$ cat src/rtl/dmem_access_unit_if.sv
// Data-side SRAM-like bus between the memory-stage access unit and memory.
// Address phase is req/addr_ok; data phase completes on data_ok.
interface dmem_access_unit_if #(
    parameter int AW = 32,
    parameter int DW = 32
);
    logic          data_req;
    logic          data_wr;
    logic [3:0]    data_sel;
    logic [AW-1:0] data_addr;
    logic [DW-1:0] data_wdata;
    logic          data_addr_ok;
    logic          data_data_ok;
    logic [DW-1:0] data_rdata;

    modport master (
        output data_req, data_wr, data_sel, data_addr, data_wdata,
        input  data_addr_ok, data_data_ok, data_rdata
    );

    modport slave (
        input  data_req, data_wr, data_sel, data_addr, data_wdata,
        output data_addr_ok, data_data_ok, data_rdata
    );
endinterface

$ cat src/rtl/dmem_access_unit.sv
// Memory-stage load/store responder: lane generation, misalignment checks,
// bus handshake sequencing and load-data extension.
module dmem_access_unit #(
    parameter int AW = 32,
    parameter int DW = 32
) (
    input  logic          clk,
    input  logic          rst,
    input  logic          memen_m,
    input  logic          memwrite_m,
    input  logic [1:0]    ls_size_m,
    input  logic          ls_unsigned_m,
    input  logic [AW-1:0] addr_m,
    input  logic [DW-1:0] wdata_m,
    input  logic          flush,
    output logic          stall_req,
    output logic [DW-1:0] rdata_m,
    output logic          adel,
    output logic          ades,
    output logic [AW-1:0] bad_addr,
    dmem_access_unit_if.master bus
);

    typedef enum logic [1:0] {
        IDLE = 2'd0,
        ADDR = 2'd1,
        DATA = 2'd2,
        DONE = 2'd3
    } state_t;

    state_t        state_q, state_d;
    logic          req_q, req_d;
    logic          wr_q, wr_d;
    logic [3:0]    sel_q, sel_d;
    logic [AW-1:0] addr_q, addr_d;
    logic [DW-1:0] wdata_q, wdata_d;
    logic [1:0]    lo_q, lo_d;
    logic [1:0]    size_q, size_d;
    logic          uns_q, uns_d;
    logic          flushed_q, flushed_d;
    logic [DW-1:0] rdata_q, rdata_d;

    logic          is_byte, is_half, is_word;
    logic          mis, go, kill;
    logic [3:0]    sel_n;
    logic [DW-1:0] wd_n, ld_ext;
    logic [7:0]    ld_b;
    logic [15:0]   ld_h;

    assign is_byte  = (ls_size_m == 2'b00);
    assign is_half  = (ls_size_m == 2'b01);
    assign is_word  = ls_size_m[1];
    assign mis      = (is_half & addr_m[0]) | (is_word & (|addr_m[1:0]));
    assign go       = memen_m & ~mis & ~flush;
    assign adel     = memen_m & ~memwrite_m & mis;
    assign ades     = memen_m & memwrite_m & mis;
    assign bad_addr = addr_m;

    always_comb begin
        sel_n = 4'b1111;
        wd_n  = wdata_m;
        unique case (1'b1)
            is_byte: begin
                sel_n = 4'b0001 << addr_m[1:0];
                wd_n  = {4{wdata_m[7:0]}};
            end
            is_half: begin
                sel_n = addr_m[1] ? 4'b1100 : 4'b0011;
                wd_n  = {2{wdata_m[15:0]}};
            end
            default: ;
        endcase
    end

    // Extraction is driven by the latched access, not the live M-stage inputs.
    always_comb begin
        ld_b = bus.data_rdata[8*lo_q +: 8];
        ld_h = lo_q[1] ? bus.data_rdata[31:16] : bus.data_rdata[15:0];
        ld_ext = bus.data_rdata;
        if (size_q == 2'b00) begin
            ld_ext = {{24{~uns_q & ld_b[7]}}, ld_b};
        end else if (size_q == 2'b01) begin
            ld_ext = {{16{~uns_q & ld_h[15]}}, ld_h};
        end
    end

    assign kill = flushed_q | flush;

    always_comb begin
        state_d   = state_q;
        req_d     = req_q;
        wr_d      = wr_q;
        sel_d     = sel_q;
        addr_d    = addr_q;
        wdata_d   = wdata_q;
        lo_d      = lo_q;
        size_d    = size_q;
        uns_d     = uns_q;
        flushed_d = flushed_q;
        rdata_d   = rdata_q;
        stall_req = 1'b0;
        unique case (state_q)
            IDLE: begin
                stall_req = go;
                flushed_d = 1'b0;
                if (go) begin
                    req_d   = 1'b1;
                    wr_d    = memwrite_m;
                    sel_d   = sel_n;
                    addr_d  = {addr_m[AW-1:2], 2'b00};
                    wdata_d = wd_n;
                    lo_d    = addr_m[1:0];
                    size_d  = ls_size_m;
                    uns_d   = ls_unsigned_m;
                    state_d = ADDR;
                end
            end
            ADDR: begin
                stall_req = 1'b1;
                flushed_d = kill;
                if (bus.data_addr_ok) begin
                    req_d = 1'b0;
                    if (bus.data_data_ok) begin
                        state_d = kill ? IDLE : DONE;
                        if (!kill && !wr_q) rdata_d = ld_ext;
                    end else begin
                        state_d = DATA;
                    end
                end
            end
            DATA: begin
                stall_req = 1'b1;
                flushed_d = kill;
                if (bus.data_data_ok) begin
                    state_d = kill ? IDLE : DONE;
                    if (!kill && !wr_q) rdata_d = ld_ext;
                end
            end
            DONE: begin
                state_d = IDLE;
            end
            default: state_d = IDLE;
        endcase
    end

    always_ff @(posedge clk) begin
        if (!rst) begin
            state_q   <= IDLE;
            req_q     <= 1'b0;
            wr_q      <= 1'b0;
            sel_q     <= 4'b0;
            addr_q    <= '0;
            wdata_q   <= '0;
            lo_q      <= 2'b0;
            size_q    <= 2'b0;
            uns_q     <= 1'b0;
            flushed_q <= 1'b0;
            rdata_q   <= '0;
        end else begin
            state_q   <= state_d;
            req_q     <= req_d;
            wr_q      <= wr_d;
            sel_q     <= sel_d;
            addr_q    <= addr_d;
            wdata_q   <= wdata_d;
            lo_q      <= lo_d;
            size_q    <= size_d;
            uns_q     <= uns_d;
            flushed_q <= flushed_d;
            rdata_q   <= rdata_d;
        end
    end

    assign bus.data_req   = req_q;
    assign bus.data_wr    = wr_q;
    assign bus.data_sel   = sel_q;
    assign bus.data_addr  = addr_q;
    assign bus.data_wdata = wdata_q;
    assign rdata_m        = rdata_q;

endmodule

$ cat src/flat_wrapper.sv
// flat-port wrapper written by rule: the top's interface ports become plain ports
module dmem_access_unit_flat 
#(
    parameter int AW = 32,
    parameter int DW = 32
)
  (clk, rst, memen_m, memwrite_m, ls_size_m, ls_unsigned_m, addr_m, wdata_m, flush, stall_req, rdata_m, adel, ades, bad_addr, bus_data_req, bus_data_wr, bus_data_sel, bus_data_addr, bus_data_wdata, bus_data_addr_ok, bus_data_data_ok, bus_data_rdata);
  dmem_access_unit_if #(.AW(AW), .DW(DW)) bus_i ();
  input  logic clk;
  input  logic rst;
  input  logic memen_m;
  input  logic memwrite_m;
  input  logic [1:0] ls_size_m;
  input  logic ls_unsigned_m;
  input  logic [AW-1:0] addr_m;
  input  logic [DW-1:0] wdata_m;
  input  logic flush;
  output logic stall_req;
  output logic [DW-1:0] rdata_m;
  output logic adel;
  output logic ades;
  output logic [AW-1:0] bad_addr;
  output wire logic [$bits(bus_i.data_req)-1:0] bus_data_req;
  output wire logic [$bits(bus_i.data_wr)-1:0] bus_data_wr;
  output wire logic [$bits(bus_i.data_sel)-1:0] bus_data_sel;
  output wire logic [$bits(bus_i.data_addr)-1:0] bus_data_addr;
  output wire logic [$bits(bus_i.data_wdata)-1:0] bus_data_wdata;
  input wire logic [$bits(bus_i.data_addr_ok)-1:0] bus_data_addr_ok;
  input wire logic [$bits(bus_i.data_data_ok)-1:0] bus_data_data_ok;
  input wire logic [$bits(bus_i.data_rdata)-1:0] bus_data_rdata;
  assign bus_data_req = bus_i.data_req;
  assign bus_data_wr = bus_i.data_wr;
  assign bus_data_sel = bus_i.data_sel;
  assign bus_data_addr = bus_i.data_addr;
  assign bus_data_wdata = bus_i.data_wdata;
  assign bus_i.data_addr_ok = bus_data_addr_ok;
  assign bus_i.data_data_ok = bus_data_data_ok;
  assign bus_i.data_rdata = bus_data_rdata;
  dmem_access_unit #(.AW(AW), .DW(DW)) u_core (.clk(clk), .rst(rst), .memen_m(memen_m), .memwrite_m(memwrite_m), .ls_size_m(ls_size_m), .ls_unsigned_m(ls_unsigned_m), .addr_m(addr_m), .wdata_m(wdata_m), .flush(flush), .stall_req(stall_req), .rdata_m(rdata_m), .adel(adel), .ades(ades), .bad_addr(bad_addr), .bus(bus_i));
endmodule
$ cat config.mk
export PLATFORM = sky130hd
export DESIGN_NAME = dmem_access_unit_flat
export DESIGN_NICKNAME = d
export VERILOG_FILES = /design/src/rtl/dmem_access_unit_if.sv /design/src/rtl/dmem_access_unit.sv /design/src/flat_wrapper.sv
export SDC_FILE = /design/constraint.sdc
export NUM_CORES = 1
export LEC_CHECK = 0
export CAP_MARGIN = 10
export CELL_PAD_IN_SITES_DETAIL_PLACEMENT = 0
export CELL_PAD_IN_SITES_GLOBAL_PLACEMENT = 2
export CORE_MARGIN = 10
export CORE_UTILIZATION = 23
export DETAILED_ROUTE_END_ITERATION = 12
export PLACE_DENSITY = 0.79
export SYNTH_ARGS = -nofsm -noshare
export SYNTH_HDL_FRONTEND = slang
export SYNTH_SLANG_ARGS = --single-unit
$ cat constraint.sdc
create_clock -name clk -period 2.15 [get_ports clk]
set_input_delay 0.215 -clock clk [delete_from_list [all_inputs] [get_ports clk]]
set_output_delay 0.215 -clock clk [all_outputs]
set_load 0.005 [all_outputs]
==> reports/results.tsv, run 1 <==
stage	metric	value	unit
global_route	global route overflow	0	
clock_tree	clk buf depth	2	
power_and_ir_drop	leak pwr	3.15	nW
global_route	GRT Overall Usage	0.130	
yosys	ys async rst share	0	
clock_tree	hold buffer count at cts	0	
yosys	post-synthesis average cell area	8.36	µm²
critical_path	Worst setup SP type	primary input	
place	gp weighted congestion	0.755	
timing	Period Utilization, post-route	0.921	
route	DRC viols	0	
critical_path	Crit Reg-Reg Endpoint	u_core.rdata_m[8]	
die	Initial Util	0.234	
yosys	Synth top cells by count	nand2_1, dfxtp_1, a21boi_0, o21ai_0, buf_4	
outcome	status	finished, final reports clean	
cells_and_area	NumNets Final	943	
timing	Final Skew	0.00882	ns
cells_and_area	Final Util	0.362	
yosys	Seq cells post-synth	108	
global_route	first-pass GRT wire length	30000	µm
critical_path	crit path kind	primary input to output port	
clock_tree	CTS tree	built	
yosys	most used flip-flop cell after synthesis	dfxtp_1	
job	Max-cap violations	0	
die	die height	172	µm
route	vias per cell	4.47	
route	1st-iter DRT viols	353	
timing	Fin Hold WS	0.292	ns
critical_path	Critical Path RT	1.93	ns
critical_path	crit path max fanout	5	
clock_tree	CTS Buf Count	9	
yosys	ranking of synthesized cells by area	dfxtp_1, nand2_1, a21boi_0	
yosys	post-synthesis sequential area ratio	0.408	
yosys	EDFF count, synth	0	
yosys	Yosys top cell area share	0.408	
critical_path	crit path DAT	1.77	ns
timing	min Tclk post-route	1.98	ns
timing	final hold viol count	0	
min_path	worst min-delay path category	primary input to flop	
global_route	largest net degree at the start of global routing	48	
min_path	Worst Hold Launch	rst	
critical_path	crit end category	output port	
min_path	Hold Path End	u_core.bus.data_req	
place	detailed placer's ending HPWL	14700	µm
place	# port buffers	240	
die	Rows	55	
yosys	Post-Synthesis Cells	634	
critical_path	Setup crit start	ls_size_m[0]	
cells_and_area	Non-Filler Instances	1125	
timing	Max Fclk	505	MHz
clock_tree	worst skew pair latency	0.35	ns
timing	Final setup viols	0	
die	full die area	29500	µm²
yosys	Mapped Area	5300	µm²
yosys	top-count cell post-synth	nand2_1	
clock_tree	Root Driver	clkbuf_16	
timing	Least-Margin Pin Slew	0.597	ns
yosys	area leader, netlist	dfxtp_1	
route	Vias	5028	
die	die width	172	µm
timing	fin. max-slew vios	0	
timing	worst rel slew slack	0.601	
clock_tree	clock sinks	108	
timing	RSZ-0062 raised after global routing	false	
route	DR pass1 iterations	4	
cells_and_area	Area growth syn-to-layout	54.8	%
route	antenna-violating nets left	0	
global_route	vias in the first global route	5035	
die	Core Region	22600	µm²
min_path	hold depth	3	
critical_path	worst reg2reg path startpoint	u_core.state_q[0]	
critical_path	cells on worst reg2reg path	7	
die	I/O pin total	243	
power_and_ir_drop	Worst VDD drop	0.414	mV
power_and_ir_drop	Pwr Density	638	nW/µm²
yosys	library cells used by synthesis	44	
route	drt total wl	19700	µm
place	placed insts	1107	
clock_tree	Worst-path clk slew	0.08	ns
critical_path	Worst R2R Setup Slack	0.29	ns
global_route	initial antenna violation count	2	
route	WL/cell	17.5	µm
cells_and_area	share of layout cells above drive strength 1	0.0800	
clock_tree	H-Tree Depth	3	
yosys	Synth Warn #	0	
power_and_ir_drop	total power	5.23	mW
[where the power goes]
group | leakage, nW | switching [mW] | internal [mW] | total, mW
Sequential | 0.878 | 0.0892 | 2.15 | 2.24
Clock | 0.138 | 0.861 | 0.808 | 1.67
Combinational | 2.13 | 0.570 | 0.751 | 1.32
Total | 3.15 | 1.52 | 3.71 | 5.23
[worst max-delay path by stage]
stage | end | cells past startpoint | slack (ns)
floorplan | u_core.rdata_m[16] | 8 | 0.40
global placement | ades | 6 | -0.07
detailed placement | ades | 6 | -0.06
CTS | stall_req | 7 | 0.04
global route | adel | 7 | 0.06
finish | ades | 6 | 0.17
[through the flow]
stage          setup TNS, ns  setup WS (ns)  cell area [µm²]
6_report                   0          0.169             8200
5_1_grt                    0         0.0554             8200
4_1_cts                    0         0.0392             8180
3_5_place_dp         -0.0994        -0.0632             7890
3_3_place_gp         -0.0830        -0.0653             7890
2_1_floorplan              0          0.398             5300
[logic make-up after synthesis]
family	share of synthesized area
AO/OA/AOI/OAI	0.229
adder cells (fa/ha/maj)	0.00945
buffers and inverters	0.0968
flip-flops	0.408
multiplexers	0.0687
other	0.000708
AND/OR/NAND/NOR	0.187
[registers in the layout (all words and copies together), names as in the netlist]
| register | flops |
|---|---|
| u_core.bus.data_wdata | 32 |
| u_core.rdata_m | 32 |
| u_core.bus.data_addr | 30 |
| u_core.bus.data_sel | 4 |
| u_core.lo_q | 2 |
| u_core.size_q | 2 |
| u_core.state_q | 2 |
| u_core.bus.data_req | 1 |
| u_core.bus.data_wr | 1 |
| u_core.flushed_q | 1 |
| u_core.uns_q | 1 |
[repair_timing]
item,4_1_cts,5_1_grt
buffers inserted,0,0
endpoints found under the setup margin,3,3
resized for setup,1,7
[final cells by class]
type	instances	area [µm²]
inverter	9	33.8
fill	2393	14400
antenna	2	5.00
clock buffer	9	225
multi-input combinational	434	2660
sequential	108	2160
clock inverter	7	58.8
tap	285	357
timing repair buffer	271	2700
[routing by layer]
metal | routed length, µm | global-route usage | part of all wire
met1 | 8940 | 0.165 | 0.45
met2 | 8520 | 0.197 | 0.43
met3 | 2050 | 0.0619 | 0.10
met4 | 201 | 0.0277 | 0.010
met5 | 0 | 0 | 0
[placed cells by master, fill, tap and decap left out, types with 2 or more instances in the layout]
cell type        netlist  routed
clkdlybuf4s50_1        0     237
nand2_1              173     173
dfxtp_1              108     106
a21boi_0              52      52
o21ai_0               43      43
buf_4                 36      27
nor2_1                26      24
a31oi_1               23      23
o211a_1               20      19
mux2i_1               18      18
a21oi_1               16      15
inv_1                  9       9
clkbuf_16              0       9
nand3_1                8       8
or3_1                  7       7
mux4_1                 7       7
o221a_2                5       5
buf_12                 0       5
o221a_1                4       4
ha_1                   4       4
nor3_1                 3       3
diode_2                0       2
nand2b_1               2       2
nor3b_1                2       2
conb_1                 1       2
clkinv_4               0       2
inv_6                  0       2
dlymetal6s2s_1         0       2
dfxtp_2                0       2
[critical path: stages]
cell	delay (ns)
clkdlybuf4s50_1	0.53
nor2_4	0.08
nor2_2	0.15
buf_4	0.13
and3_1	0.15
clkdlybuf4s50_1	0.50
Power figures use the tool's default switching activity.
==> run 2: changes to the inputs <==
- PLACE_DENSITY: 0.79 -> 0.78
==> run 2 against run 1 <==
Non-clock buffer count fell by 6. Maximum frequency rose by 0.26%. Sequential share of layout area rose by 0.10 points. Critical endpoint unchanged. Sequential power barely moved. Via count fell by 0.76%. Clock power rose by 9.6%.
==> reports/results.tsv, run 2 (synthesis results as in run 1) <==
stage	metric	value	unit	change
outcome	status	finished, final reports clean		
critical_path	CP delay by family, top	buffers and inverters		
route	drt total wl	19900	µm	+0.80%
clock_tree	clk buf depth	2		unchanged
critical_path	Worst R2R Setup Slack	0.22	ns	-0.07 ns
power_and_ir_drop	Psw	1.55	mW	+2.0%
route	antenna-violating nets left	0		unchanged
global_route	first-pass GRT wire length	30200	µm	+0.55%
die	Core Region	22600	µm²	unchanged
critical_path	crit path max fanout	3		-2
timing	final hold viol count	0		unchanged
global_route	vias in the first global route	5016		-0.38%
clock_tree	H-Tree Depth	3		unchanged
global_route	largest net degree at the start of global routing	65		+35%
critical_path	crit path cell chain	clkdlybuf4s50_1 > a21oi_2 > buf_4 > nor2_4 > and3_1 > clkdlybuf4s50_1		
timing	Max Fclk	506	MHz	+0.26%
critical_path	crit path DAT	1.76	ns	about the same
clock_tree	Root Driver	clkbuf_16		
clock_tree	clock sinks	108		unchanged
job	Max-cap violations	0		unchanged
power_and_ir_drop	Sw Ratio	0.289		-0.00173
die	die height	172	µm	unchanged
cells_and_area	ant diodes	0		-2
timing	worst rel slew slack	0.574		-0.0271
critical_path	Critical Path RT	1.93	ns	about the same
critical_path	crit-path most repeated cell	clkdlybuf4s50_1		
timing	Final setup viols	0		unchanged
cells_and_area	Non-Filler Instances	1117		-0.71%
die	die width	172	µm	unchanged
global_route	global route overflow	0		unchanged
power_and_ir_drop	leak pwr	3.12	nW	-0.90%
timing	Least-Margin Pin Slew	0.638	ns	+0.0406 ns
global_route	GRT Overall Usage	0.132		+0.00113
power_and_ir_drop	logic gate share of total power	0.241		-0.011
clock_tree	worst skew pair latency	0.36	ns	about the same
critical_path	CP bufs+invs	3		unchanged
route	1st-iter DRT viols	287		-19%
critical_path	Critical Path Max Stage Delay	0.52	ns	about the same
power_and_ir_drop	Reg power frac	0.418		-0.011
route	WL/cell	17.8	µm	+1.5%
die	Initial Util	0.234		unchanged
cells_and_area	share of layout cells above drive strength 1	0.0721		-0.00784
timing	min Tclk post-route	1.98	ns	-0.00513 ns
cells_and_area	NumNets Final	937		-0.64%
route	Vias	4990		-0.76%
place	Post-DP Area	7820	µm²	-0.89%
clock_tree	Worst-path clk slew	0.08	ns	about the same
place	# port buffers	240		unchanged
power_and_ir_drop	Pwr Density	658	nW/µm²	+3.1%
route	vias per cell	4.47		about the same
place	placed insts	1101		-0.54%
timing	Final TNS setup	0	ns	unchanged
timing	Period Utilization, post-route	0.919		-0.00239
die	Rows	55		unchanged
timing	RSZ-0062 raised after global routing	false		
critical_path	crit path kind	primary input to output port		
critical_path	Worst setup SP type	primary input		
clock_tree	CTS Buf Count	9		unchanged
cells_and_area	most frequent cells in the layout	clkdlybuf4s50_1, nand2_1, dfxtp_1		
cells_and_area	commonest non-fill, non-tap cell in the layout	clkdlybuf4s50_1		
place	detailed placer's ending HPWL	14900	µm	+1.8%
timing	fin. max-slew vios	0		unchanged
route	DR pass1 iterations	4		unchanged
clock_tree	# Post-CTS Setup Buffers	0		unchanged
cells_and_area	final instance area	8160	µm²	-0.50%
power_and_ir_drop	Clk pwr share	0.341		+0.022
cells_and_area	Area growth syn-to-layout	54.0	%	
place	gp weighted congestion	0.792		+4.9%
power_and_ir_drop	Worst VDD drop	0.418	mV	+1.1%
clock_tree	CTS tree	built		
critical_path	slowest cell on the critical path	clkdlybuf4s50_1		
power_and_ir_drop	Pint	3.82	mW	+2.8%
die	I/O pin total	243		unchanged
critical_path	crit end category	output port		
min_path	worst min-delay path category	primary input to flop		
global_route	initial antenna violation count	1		-1
timing	Final Skew	0.0124	ns	+0.00354 ns
clock_tree	hold buffer count at cts	0		unchanged
route	DRC viols	0		unchanged
die	full die area	29500	µm²	unchanged
run 2: changes by cell type in the layout (fill, tap and decap cells not counted), moves of 2 or more:
cell           before  now
dlygate4sd2_1       0    2
diode_2             2    0
dfxtp_2             2    0
buf_4              27   22
buf_12              5    3
dfxtp_1           106  108
run 2: final timing paths:
kind | from | to | cells past startpoint
hold / removal | ls_size_m[1] | u_core.size_q[1] | 4
setup reg to reg | u_core.state_q[0] | u_core.rdata_m[7] | 6
hold reg to reg | u_core.bus.data_addr[7] | u_core.bus.data_addr[7] | 2
setup / recovery | addr_m[0] | ades | 6
run 2: power groups by stage:
stage / clock network, mW / logic (mW) / registers, mW
finish: 1.83 / 1.29 / 2.24
global route: 1.98 / 1.42 / 2.27
CTS: 1.91 / 1.32 / 2.25
detailed placement: 0 / 1.31 / 2.29
global placement: 0 / 1.32 / 2.29
floorplan: 0 / 0.554 / 2.29
run 2: per-layer routing:
layer | global-route usage | share of wire | routed length, µm
met1 | 0.166 | 0.44 | 8830
met2 | 0.207 | 0.46 | 9150
met3 | 0.0516 | 0.087 | 1720
met4 | 0.0281 | 0.0082 | 162
met5 | 0 | 0 | 0
run 2: area by class of cell:
class	count	area, µm²
repair buffers	265	2630
inverters	9	33.8
clock inverters	7	93.8
well taps	285	357
multi-input cells	434	2660
flip-flops and latches	108	2160
clock buffers	9	225
fillers	2381	14500
run 2: stage by stage:
stage / worst slack (ns) / total power, mW / hold slack [ns] / utilization
after floorplan: 0.398 / 2.84 / 0.359 / -
after global placement: -0.153 / 3.61 / 0.450 / 0.345
after detailed placement: -0.206 / 3.60 / 0.456 / 0.345
after CTS: 0.00335 / 5.48 / 0.361 / 0.360
after global routing: 0.0530 / 5.67 / 0.337 / 0.360
final: 0.174 / 5.37 / 0.325 / 0.360
run 2: worst register-to-register path, cell delays in order, from the launching register on:
cell	delay, ns
dfxtp_1	0.39
inv_1	0.08
ha_1	0.34
nand2_1	0.06
and4bb_2	0.37
or3b_1	0.37
o221a_2	0.23
run 2: what timing repair did:
item | in CTS | in global routing
endpoints found under the setup margin | 3 | 1
endpoints found under the hold margin | 0 | 0
resized for setup | 8 | 1
